===== config.mk =====
export PLATFORM = sky130hd
export DESIGN_NAME = line_bank_scheduler
export DESIGN_NICKNAME = d
export VERILOG_FILES = /design/src/rtl/line_bank_scheduler.sv
export SDC_FILE = /design/constraint.sdc
export NUM_CORES = 1
export LEC_CHECK = 0
export ABC_AREA = 1
export CAP_MARGIN = 20
export CORE_ASPECT_RATIO = 1.75
export CORE_MARGIN = 2
export CORE_UTILIZATION = 55
export DETAILED_ROUTE_END_ITERATION = 10
export GPL_ROUTABILITY_DRIVEN = 1
export PLACE_DENSITY = 0.85
export SYNTH_ARGS = -nofsm -noshare
export SYNTH_HDL_FRONTEND = slang
export SYNTH_SLANG_ARGS = --single-unit

===== constraint.sdc =====
create_clock -name pclk -period 2 [get_ports pclk]
set_clock_uncertainty 0.05 [all_clocks]
set_input_delay 0.4 -clock pclk [delete_from_list [all_inputs] [get_ports pclk]]
set_output_delay 0.4 -clock pclk [all_outputs]
set_load 0.01 [all_outputs]

===== src/rtl/line_bank_scheduler.sv =====
// Ping-pong line-bank controller: producer fills one BRAM bank while scanout
// reads the other, repeating each produced line REPEAT times.
module line_bank_scheduler #(
  parameter int LINE_LEN = 640,
  parameter int ADDR_W   = 10,
  parameter int REPEAT   = 2
) (
  input  logic              pclk,
  input  logic              rst,
  input  logic              frame_start,
  input  logic              wr_line_start,
  input  logic              wr_valid,
  input  logic              rd_line_start,
  input  logic              rd_active,
  output logic              wr_en,
  output logic [ADDR_W-1:0] wr_addr,
  output logic              wr_bank,
  output logic [ADDR_W-1:0] rd_addr,
  output logic              rd_bank,
  output logic              line_req,
  output logic              underrun,
  output logic              overrun
);

  // state | meaning
  // IDLE  | waiting for the first frame_start
  // FILL  | first line of the frame being written; swap as soon as it completes
  // RUN   | steady state; swaps only at scanout line starts

  typedef enum logic [1:0] {IDLE, FILL, RUN} state_t;

  localparam logic [ADDR_W-1:0] ADDR_LAST = ADDR_W'(LINE_LEN - 1);
  localparam logic [1:0]        REP_LAST  = 2'(REPEAT - 1);

  state_t     state, state_nxt;
  logic       writing, wr_done;
  logic [1:0] rep_cnt;
  logic       do_swap, do_rep_inc, do_underrun;

  assign wr_en = wr_valid & writing;

  always_comb begin
    state_nxt   = state;
    do_swap     = 1'b0;
    do_rep_inc  = 1'b0;
    do_underrun = 1'b0;
    if (frame_start) begin
      state_nxt = FILL;
    end else begin
      case (state)
        IDLE: state_nxt = IDLE;
        FILL: begin
          if (wr_done) begin
            do_swap   = 1'b1;
            state_nxt = RUN;
          end
        end
        RUN: begin
          if (rd_line_start) begin
            if (rep_cnt < REP_LAST) do_rep_inc  = 1'b1;
            else if (wr_done)       do_swap     = 1'b1;
            else                    do_underrun = 1'b1;
          end
        end
        default: state_nxt = IDLE;
      endcase
    end
  end

  always_ff @(posedge pclk) begin
    if (rst) begin
      state    <= IDLE;
      writing  <= 1'b0;
      wr_done  <= 1'b0;
      rep_cnt  <= 2'd0;
      wr_addr  <= '0;
      rd_addr  <= '0;
      wr_bank  <= 1'b0;
      rd_bank  <= 1'b1;
      line_req <= 1'b0;
      underrun <= 1'b0;
      overrun  <= 1'b0;
    end else begin
      state    <= state_nxt;
      line_req <= frame_start | do_swap;

      if (rd_line_start)
        rd_addr <= '0;
      else if (rd_active && rd_addr != ADDR_LAST)
        rd_addr <= rd_addr + 1'b1;

      if (frame_start) begin
        writing <= 1'b0;
        wr_done <= 1'b0;
        rep_cnt <= 2'd0;
        wr_addr <= '0;
      end else begin
        // wr_done/writing seen here are pre-swap values, so a line start
        // coinciding with a swap is rejected as an overrun.
        if (wr_line_start) begin
          if (!writing && !wr_done) begin
            writing <= 1'b1;
            wr_addr <= '0;
          end else begin
            overrun <= 1'b1;
          end
        end
        if (wr_valid && !writing) overrun <= 1'b1;
        if (wr_en) begin
          if (wr_addr == ADDR_LAST) begin
            writing <= 1'b0;
            wr_done <= 1'b1;
            wr_addr <= '0;
          end else begin
            wr_addr <= wr_addr + 1'b1;
          end
        end
        if (do_swap) begin
          wr_bank <= ~wr_bank;
          rd_bank <= wr_bank;
          wr_done <= 1'b0;
          rep_cnt <= 2'd0;
        end
        if (do_rep_inc)  rep_cnt  <= rep_cnt + 2'd1;
        if (do_underrun) underrun <= 1'b1;
      end
    end
  end

endmodule


==> results of run 1 <==
## cell usage in the layout, fill, tap and decap left out
cell,count
a31o_2,1
o21bai_1,1
buf_4,5
dlygate4sd2_1,1
nor3_2,1
clkinv_1,1
nand2_1,59
a21oi_1,22
nand2_2,1
nor4_1,1
o21a_1,1
a21boi_2,1
dfxtp_1,31
inv_2,2
o21ai_1,2
clkinv_2,1
xor2_1,3
o21ai_0,7
or2_2,2
clkbuf_8,6
nand2_4,1
nand4_1,7
a21oi_2,2
nor2_4,4
clkdlybuf4s50_1,31
inv_1,34
nand3_2,2
o211ai_1,1
a211oi_1,1
nor2_1,20
ha_1,5
nor3_1,1
nand3_1,20
nor2_2,2
## through the flow
step | cell area, um2 | utilization, % | TNS, ps | hold slack (ps) | instances
after global placement | 2030 | 70.2 | 0 | 387 | 301
after floorplan | 1650 | - | 0 | 376 | 237
after detailed placement | 2030 | 70.2 | -0.517 | 422 | 301
after global routing | 2120 | 73.2 | 0 | 456 | 308
final | 2120 | 73.2 | 0 | 435 | 308
after CTS | 2120 | 73.2 | 0 | 436 | 308
## worst register-to-register path, delay by kind of cell (launching register included)
family | cells | cell delay (ps)
flops | 1 | 340
compound gates | 1 | 90
buf+inv | 1 | 60
fa+ha+maj | 1 | 300
simple gates | 3 | 620
## logic make-up (layout without fill, tap and decap cells)
family          count (synthesis)  after routing  synth area share, %
simple gates                  121            121                 34.6
compound gates                 39             39                 13.5
buf+inv                        38             81                 8.74
flops                          31             31                 37.7
fa+ha+maj                       5              5                 3.80
xor+xnor                        3              3                 1.60
## state kept, by name (all words and copies together), names as in the netlist
name and flops:
rd_bank 1, underrun 1, state 2, wr_bank 1, overrun 1, writing 1, line_req 1, wr_addr 10
rd_addr 10, wr_done 1, rep_cnt 2
## how the worst min path moves through the flow
stage,startpoint,endpoint,depth (start not counted)
floorplan,rep_cnt[0],rep_cnt[0],1
global placement,rep_cnt[0],rep_cnt[0],1
detailed placement,underrun,underrun,2
CTS,underrun,underrun,2
global route,rep_cnt[0],rep_cnt[0],1
finish,rep_cnt[0],rep_cnt[0],1
## metal layers
metal | share of wire (%) | vias up | track usage (%)
met5 | 0 | - | 0
met3 | 3.9 | 5 | 6.16
met1 | 38 | 785 | 26.0
met4 | 1.7 | 0 | 11.5
li1 | - | 851 | -
met2 | 57 | 48 | 44.6
## synth_stat cells, drive strengths merged
master  number
a211oi       1
a21boi       1
a21oi       24
a31o         1
buf          1
clkinv       1
dfxtp       31
ha           5
inv         36
nand2       61
nand3       22
nand4        7
nor2        26
nor3         2
nor4         1
o211ai       1
o21a         1
o21ai        9
o21bai       1
or2          2
xor2         3
## final cells by class
| type | instances | area, um2 |
|---|---|---|
| Multi-Input combinational cell | 168 | 881 |
| Fill cell | 231 | 776 |
| Sequential cell | 31 | 621 |
| Timing Repair Buffer | 37 | 357 |
| Inverter | 37 | 139 |
| Clock buffer | 6 | 82.6 |
| Tap cell | 28 | 35.0 |
| Clock inverter | 1 | 5.00 |
## where the power goes
part	internal (mW)	switching, mW	total [mW]
sequential	0.625	0.00545	0.630
combinational	0.0401	0.0514	0.0916
clock	0.269	0.221	0.490
total	0.934	0.277	1.21
## repair_timing
action | CTS | global route
endpoints found under the setup margin | 1 | 0
setup buffers | 0 | 0
resized for setup | 1 | 0
==> flow_summary.ini, run 1 <==
[finish]
drive_gt1_share_pct = 11.1
nets = 292
antenna_cells = 0
area_growth_pct = 28.8

[critical_path]
reg2reg_to = rd_bank
max_stage_delay_ps = 590
cp_num_buf_inv = 1
startpoint = wr_addr[7]
crit_type = reg2out
crit_path_start_kind = flip-flop
r2r_slack_ps = 420
endpoint_kind = output pin
worstPathArrival_ps = 1340
critPathCapture = wr_addr[7]
cpLargestDelayFamily = buffers and inverters
r2r-start = state[0]
crit_required_ps = 1550
crit_cells = 1
r2r_cells = 6
cp_slowest_cell = clkdlybuf4s50_1
worstPathCellList = clkdlybuf4s50_1
path_max_fanout = 7

[yosys]
synth_cells = 237
synth_area_leaders = dfxtp_1 (38%), nand2_1 (13%), inv_1 (7.8%)
ys_ff_latch = 31
yosysUniqueCellTypes = 30
syn_area_mm2 = 0.00165
ys_seq_area_share_pct = 37.7
avgSynthCellArea_um2 = 6.94
yosys_warnings = 0
synth_top_area_share_pct = 37.7
syn_nets = 249
yosys.area.top_type = dfxtp_1

[route]
drtPass1Iterations = 4
post_drt_wl_per_cell_um = 12.4
vias = 1689
drc = 0
viasPerCell = 5.48
final_antenna_net_count = 0
drt_iter0_drc = 34
wl_um = 3810

[timing]
hold_violations = 0
min_period_ps = 1790
post-route-period-util_pct = 89.4
setup_viol = 0
setup_ws_ps = 211
worst_slew_pin_slew_ps = 388
slew_violations = 0
clock.fmax_ghz = 0.559
slew_headroom_pct = 74.0
grt_setup_unrepaired = no

[power_and_ir_drop]
peakVddDrop_uv = 570
p_total_mw = 1.21
power_density_mw_per_mm2 = 572
power.leakage_nw = 0.842

[clock_tree]
clk_latency_ps = 280
cts.path.max_buffers = 2
cts.sinks = 31
cts_buffers = 5
cts_tree = done
cts_hold_buffers = 0
cts-htree-levels = 2
path_clk_slew_ps = 60
cts-root-buf = clkbuf_8

[grt]
grt_max_degree = 13
grt_overflow = 0
grt_pass1_wl_um = 6580
grt_antenna_before_repair = 0
grt_pass1_vias = 1580
grt_usage_pct = 25.2

[run]
maxCapViolCount = 0

[floorplan]
design.die.area_mm2 = 0.00346
placeableCoreArea_mm2 = 0.00290
ioPinCount = 33
die_w_um = 45.3
die_y_um = 76.4
start_util_pct = 56.8
num_rows = 26

[placed_design]
place_ws_ps = -0.517
place.gp.congestion = 0.865
hpwl_um = 2980
numPortBuffers = 32

[min_path]
hold_path.class = reg2reg

[outcome]
run_status = complete, no violations
No activity file was read; power rests on OpenSTA's default activity.
==> inputs of run 2 (changes only) <==
--- a/config.mk
+++ b/config.mk
@@ -8,11 +8,11 @@
 export ABC_AREA = 1
 export CAP_MARGIN = 20
 export CORE_ASPECT_RATIO = 1.75
-export CORE_MARGIN = 2
 export CORE_UTILIZATION = 55
 export DETAILED_ROUTE_END_ITERATION = 10
 export GPL_ROUTABILITY_DRIVEN = 1
 export PLACE_DENSITY = 0.85
+export SLEW_MARGIN = 20
 export SYNTH_ARGS = -nofsm -noshare
 export SYNTH_HDL_FRONTEND = slang
 export SYNTH_SLANG_ARGS = --single-unit
==> run 2 against run 1 <==
  * The run now ends with design-rule violations left
  * Global-route usage rose by 3.2 points
  * Fmax down 0.24%
  * Clock power increased by 30%
==> flow_summary.ini, run 2 (same netlist as run 1, synthesis figures left out) <==
[route]
drt_iter0_drc = 53
post_drt_wl_per_cell_um = 12.8
viasPerCell = 5.38
drc = 6
vias = 1651
drtPass1Iterations = 7
wl_um = 3920
final_antenna_net_count = 0

[floorplan]
die_w_um = 43.3
ioPinCount = 33
start_util_pct = 59.1
placeableCoreArea_mm2 = 0.00278
num_rows = 25
die_y_um = 74.4
design.die.area_mm2 = 0.00322

[critical_path]
max_stage_delay_ps = 590
critPathCapture = wr_addr[7]
r2r_slack_ps = 450
path_max_fanout = 7
worstPathArrival_ps = 1340
cp_num_buf_inv = 1
crit_required_ps = 1550
r2r_cells = 6
crit_cells = 1
r2r-start = state[0]
cpLargestDelayFamily = buffers and inverters
endpoint_kind = output pin
cp_slowest_cell = clkdlybuf4s50_1
crit_path_start_kind = flip-flop
reg2reg_to = rd_bank
startpoint = wr_addr[7]
worstPathCellList = clkdlybuf4s50_1
crit_type = reg2out

[finish]
nets = 291
final_cell_mix = nand2_1 (59), inv_1 (34), clkdlybuf4s50_1 (31), dfxtp_1 (31), a21oi_1 (22)
antenna_cells = 0
instances_no_fill = 307
area_growth_pct = 30.1
reg_top3 = rd_addr (10), wr_addr (10)
drive_gt1_share_pct = 11.1
layout_commonest_cell = nand2_1

[run]
maxCapViolCount = 0

[placed_design]
dp_cells = 299
numPortBuffers = 32
place.gp.congestion = 0.892
hpwl_um = 2960
place_ws_ps = -0.871

[timing]
setup_tns_ps = 0
grt_setup_unrepaired = no
hold_violations = 0
slew_violations = 0
post-route-period-util_pct = 89.7
clock.fmax_ghz = 0.558
setup_ws_ps = 207
setup_viol = 0
worst_slew_pin_slew_ps = 383
min_period_ps = 1790
slew_headroom_pct = 74.3

[outcome]
run_status = finished, violations left
violations = design-rule violations

[clock_tree]
cts-htree-levels = 2
cts_tree = done
clk_latency_ps = 290
cts.path.max_buffers = 2
cts_hold_buffers = 0
cts.sinks = 31
cts_buffers = 5
path_clk_slew_ps = 60
cts-root-buf = clkbuf_8

[power_and_ir_drop]
p_total_mw = 1.36
p_seq_share_pct = 46.4
power_density_mw_per_mm2 = 634
p_switching_mw = 0.291
power.leakage_nw = 0.851
switching_share_pct = 21.4
intPower_mw = 1.07
combPwrFrac_pct = 6.7
power_frac_clock_pct = 46.9
peakVddDrop_uv = 692

[grt]
grt_overflow = 0
grt_antenna_before_repair = 0
grt_usage_pct = 28.4
grt_pass1_wl_um = 6710
grt_max_degree = 13
grt_pass1_vias = 1587

[min_path]
min_delay_path_depth = 1
hold_path.class = reg2reg
## run 2: changes by cell type in the layout (fill, tap and decap cells not counted), sizes merged
cell,delta
buf,-1
bufinv,+1
## run 2: layer usage
metal	track usage, %	vias up	routed length (um)
li1	-	848	-
met5	0	-	0
met3	7.28	6	128
met1	26.7	764	1480
met2	53.9	33	2220
met4	15.6	0	91
## run 2: power by group through the flow
stage,combinational (mW),clock (mW),sequential (mW)
final,0.0903,0.637,0.630
after global routing,0.0997,0.678,0.630
after CTS,0.0907,0.650,0.629
after detailed placement,0.0904,0,0.643
after global placement,0.0878,0,0.643
after floorplan,0.0428,0,0.645
## run 2: stage by stage
stage	util, %	hold WS (ps)	instance area, um2
after floorplan	-	376	1650
after CTS	76.9	423	2140
after detailed placement	72.7	408	2020
after global routing	76.9	457	2140
final	76.9	431	2140
after global placement	72.7	391	2020
## run 2: worst min-delay path by stage
stage / endpoint / slack, ps / startpoint
3_3_place_gp: rep_cnt[0] / 390 / rep_cnt[0]
2_1_floorplan: rep_cnt[0] / 380 / rep_cnt[0]
4_1_cts: rep_cnt[0] / 420 / rep_cnt[0]
3_5_place_dp: rep_cnt[0] / 410 / rep_cnt[0]
5_1_grt: wr_bank / 460 / wr_bank
6_report: rep_cnt[0] / 430 / rep_cnt[0]
## run 2: cell type report
cell class                 count  area, um2
multi-input combinational    168        881
inverter                      37        139
fill                         224        643
sequential                    31        621
tap                           27       33.8
timing repair buffer          36        349
clock buffer                   6       82.6
clock inverter                 2       35.0
## run 2: what timing repair did
action / 4_1_cts / 5_1_grt
buffers inserted: 0 / 0
resized for setup: 1 / 0
setup endpoints to repair: 1 / 0
==> RTL edit: new RTL, settings of run 2 <==
Set the parameter `ADDR_W` to 11 (it was 10).
--- a/src/rtl/line_bank_scheduler.sv
+++ b/src/rtl/line_bank_scheduler.sv
@@ -3,5 +3,5 @@
 module line_bank_scheduler #(
   parameter int LINE_LEN = 640,
-  parameter int ADDR_W   = 10,
+  parameter int ADDR_W   = 11,
   parameter int REPEAT   = 2
 ) (
Ports: changed (resized rd_addr and wr_addr); port bits go from 33 to 35. No check against the original RTL was run, so the function may have changed too.
==> RTL edit against run 2 <==
The flow still finishes with violations (design-rule violations). Synthesized area grew 4.5%. Wire length is 2.7% higher. Sequential cell count up 2. Setup slack worse by 80 ps. Fmax decreased by 4.3%. Global-route usage is 2.0 points lower. Power decreased by 7.3%. Cell area is 3.4% higher.
==> RTL edit: results (changes against run 2) <==
[run_status]
violations=design-rule violations
outcome=finished with violations

[global_route]
grt_max_degree=14  ; +1
grt_pass1_wl_mm=6.69  ; -0.19%

[worst_setup_path]
worstPathArrival_ps=1420  ; +80 ps
rr_startpoint=wr_addr[0]$_SDFFE_PP0P_
slowest_delay_ps=610  ; +20 ps
r2r_end=wr_addr[9]$_SDFFE_PP0P_
crit_start=wr_addr[4]$_SDFFE_PP0P_
cp-endpoint=wr_addr[4]
rr_worst_depth=8  ; +2

[placed_design]
gp_congestion=0.835  ; -6.4%
place_ws_ps=-38.6  ; -37.8 ps
dp_hpwl_mm=3.05  ; +3.2%
place_inst=331  ; +11%

[cells_and_area]
finalNonFillerCells=338  ; +10%
fillers=255  ; +14%
top_regs=rd_addr x11, wr_addr x11
drive_above_1_share_pct=7.77  ; -3.3 points
layout.nets=308  ; +5.8%

[route]
wl_met1_mm=1.54  ; +3.9%
wl_met2_mm=2.18  ; -1.7%
route.detailed.drc=1  ; -5
viasPerCell=5.26  ; -2.2%
wl_met3_um=135  ; +5.5%
firstDrtPassIters=9  ; +2

[yosys]
synth_nets=265  ; +6.4%
synth_cell_types=29  ; -3.3%
seq_area_frac_synth_pct=38.4  ; +0.71 points
synthTopCellsByArea=dfxtp_1, nand2_1, inv_1

[power_and_ir_drop]
p_leak_nw=0.838  ; -1.6%

==> RTL edit: changes by cell type after synthesis, sizes merged, moves of 2 or more <==
cell / change
nand2: +5
nand3: +3
buf: +2
o21ai: -2
dfxtp: +2
nor3: +4
nor2: +4
==> RTL edit: logic make-up after synthesis <==
kind of cell	after synthesis	synth area share (%)
compound gates	37	12.0
xor+xnor	3	1.53
fa+ha+maj	5	3.64
buf+inv	40	9.61
flops	33	38.4
simple gates	135	34.8
==> RTL edit: power by group through the flow <==
stage	Sequential (mW)	Clock, mW	Combinational, mW
floorplan	0.687	0	0.0446
global placement	0.685	0	0.0888
detailed placement	0.685	0	0.0901
CTS	0.671	0.507	0.0901
global route	0.671	0.535	0.0989
finish	0.671	0.497	0.0897
==> RTL edit: how the worst min path moves through the flow <==
stage | endpoint | from | slack (ps) | cells past startpoint
6_report | rep_cnt[0]$_SDFFE_PP0P_ | rep_cnt[0]$_SDFFE_PP0P_ | 400 | 1
5_1_grt | rep_cnt[0]$_SDFFE_PP0P_ | rep_cnt[0]$_SDFFE_PP0P_ | 440 | 1
4_1_cts | rep_cnt[0]$_SDFFE_PP0P_ | rep_cnt[0]$_SDFFE_PP0P_ | 400 | 1
3_5_place_dp | rep_cnt[0]$_SDFFE_PP0P_ | rep_cnt[0]$_SDFFE_PP0P_ | 390 | 1
3_3_place_gp | rep_cnt[0]$_SDFFE_PP0P_ | rep_cnt[0]$_SDFFE_PP0P_ | 390 | 1
2_1_floorplan | rep_cnt[0]$_SDFFE_PP0P_ | rep_cnt[0]$_SDFFE_PP0P_ | 380 | 1
==> RTL edit: per-stage QoR <==
| stage | power (mW) | setup TNS (ps) | instance area (um2) |
|---|---|---|---|
| floorplan | 0.732 | 0 | 1720 |
| global placement | 0.774 | -10.7 | 2130 |
| detailed placement | 0.776 | -38.6 | 2130 |
| CTS | 1.27 | 0 | 2210 |
| global route | 1.31 | 0 | 2210 |
| finish | 1.26 | 0 | 2210 |
==> RTL edit: timing repair <==
action | CTS | global route
resized for setup | 1 | 0
setup endpoints to repair | 1 | 0
hold buffers | 0 | 0
==> RTL edit: cell type report <==
class	instances	area share (%)
well taps	42	2.37
multi-input cells	180	40.3
inverters	36	6.21
clock buffers	7	3.90
repair buffers	40	17.3
flip-flops and latches	33	29.8
==> RTL edit: routing by layer <==
layer / vias up / GRT usage [%]
li1: 900 / -
met1: 809 / 25.4
met2: 54 / 47.2
met3: 15 / 5.24
met4: 0 / 16.4
met5: - / 0
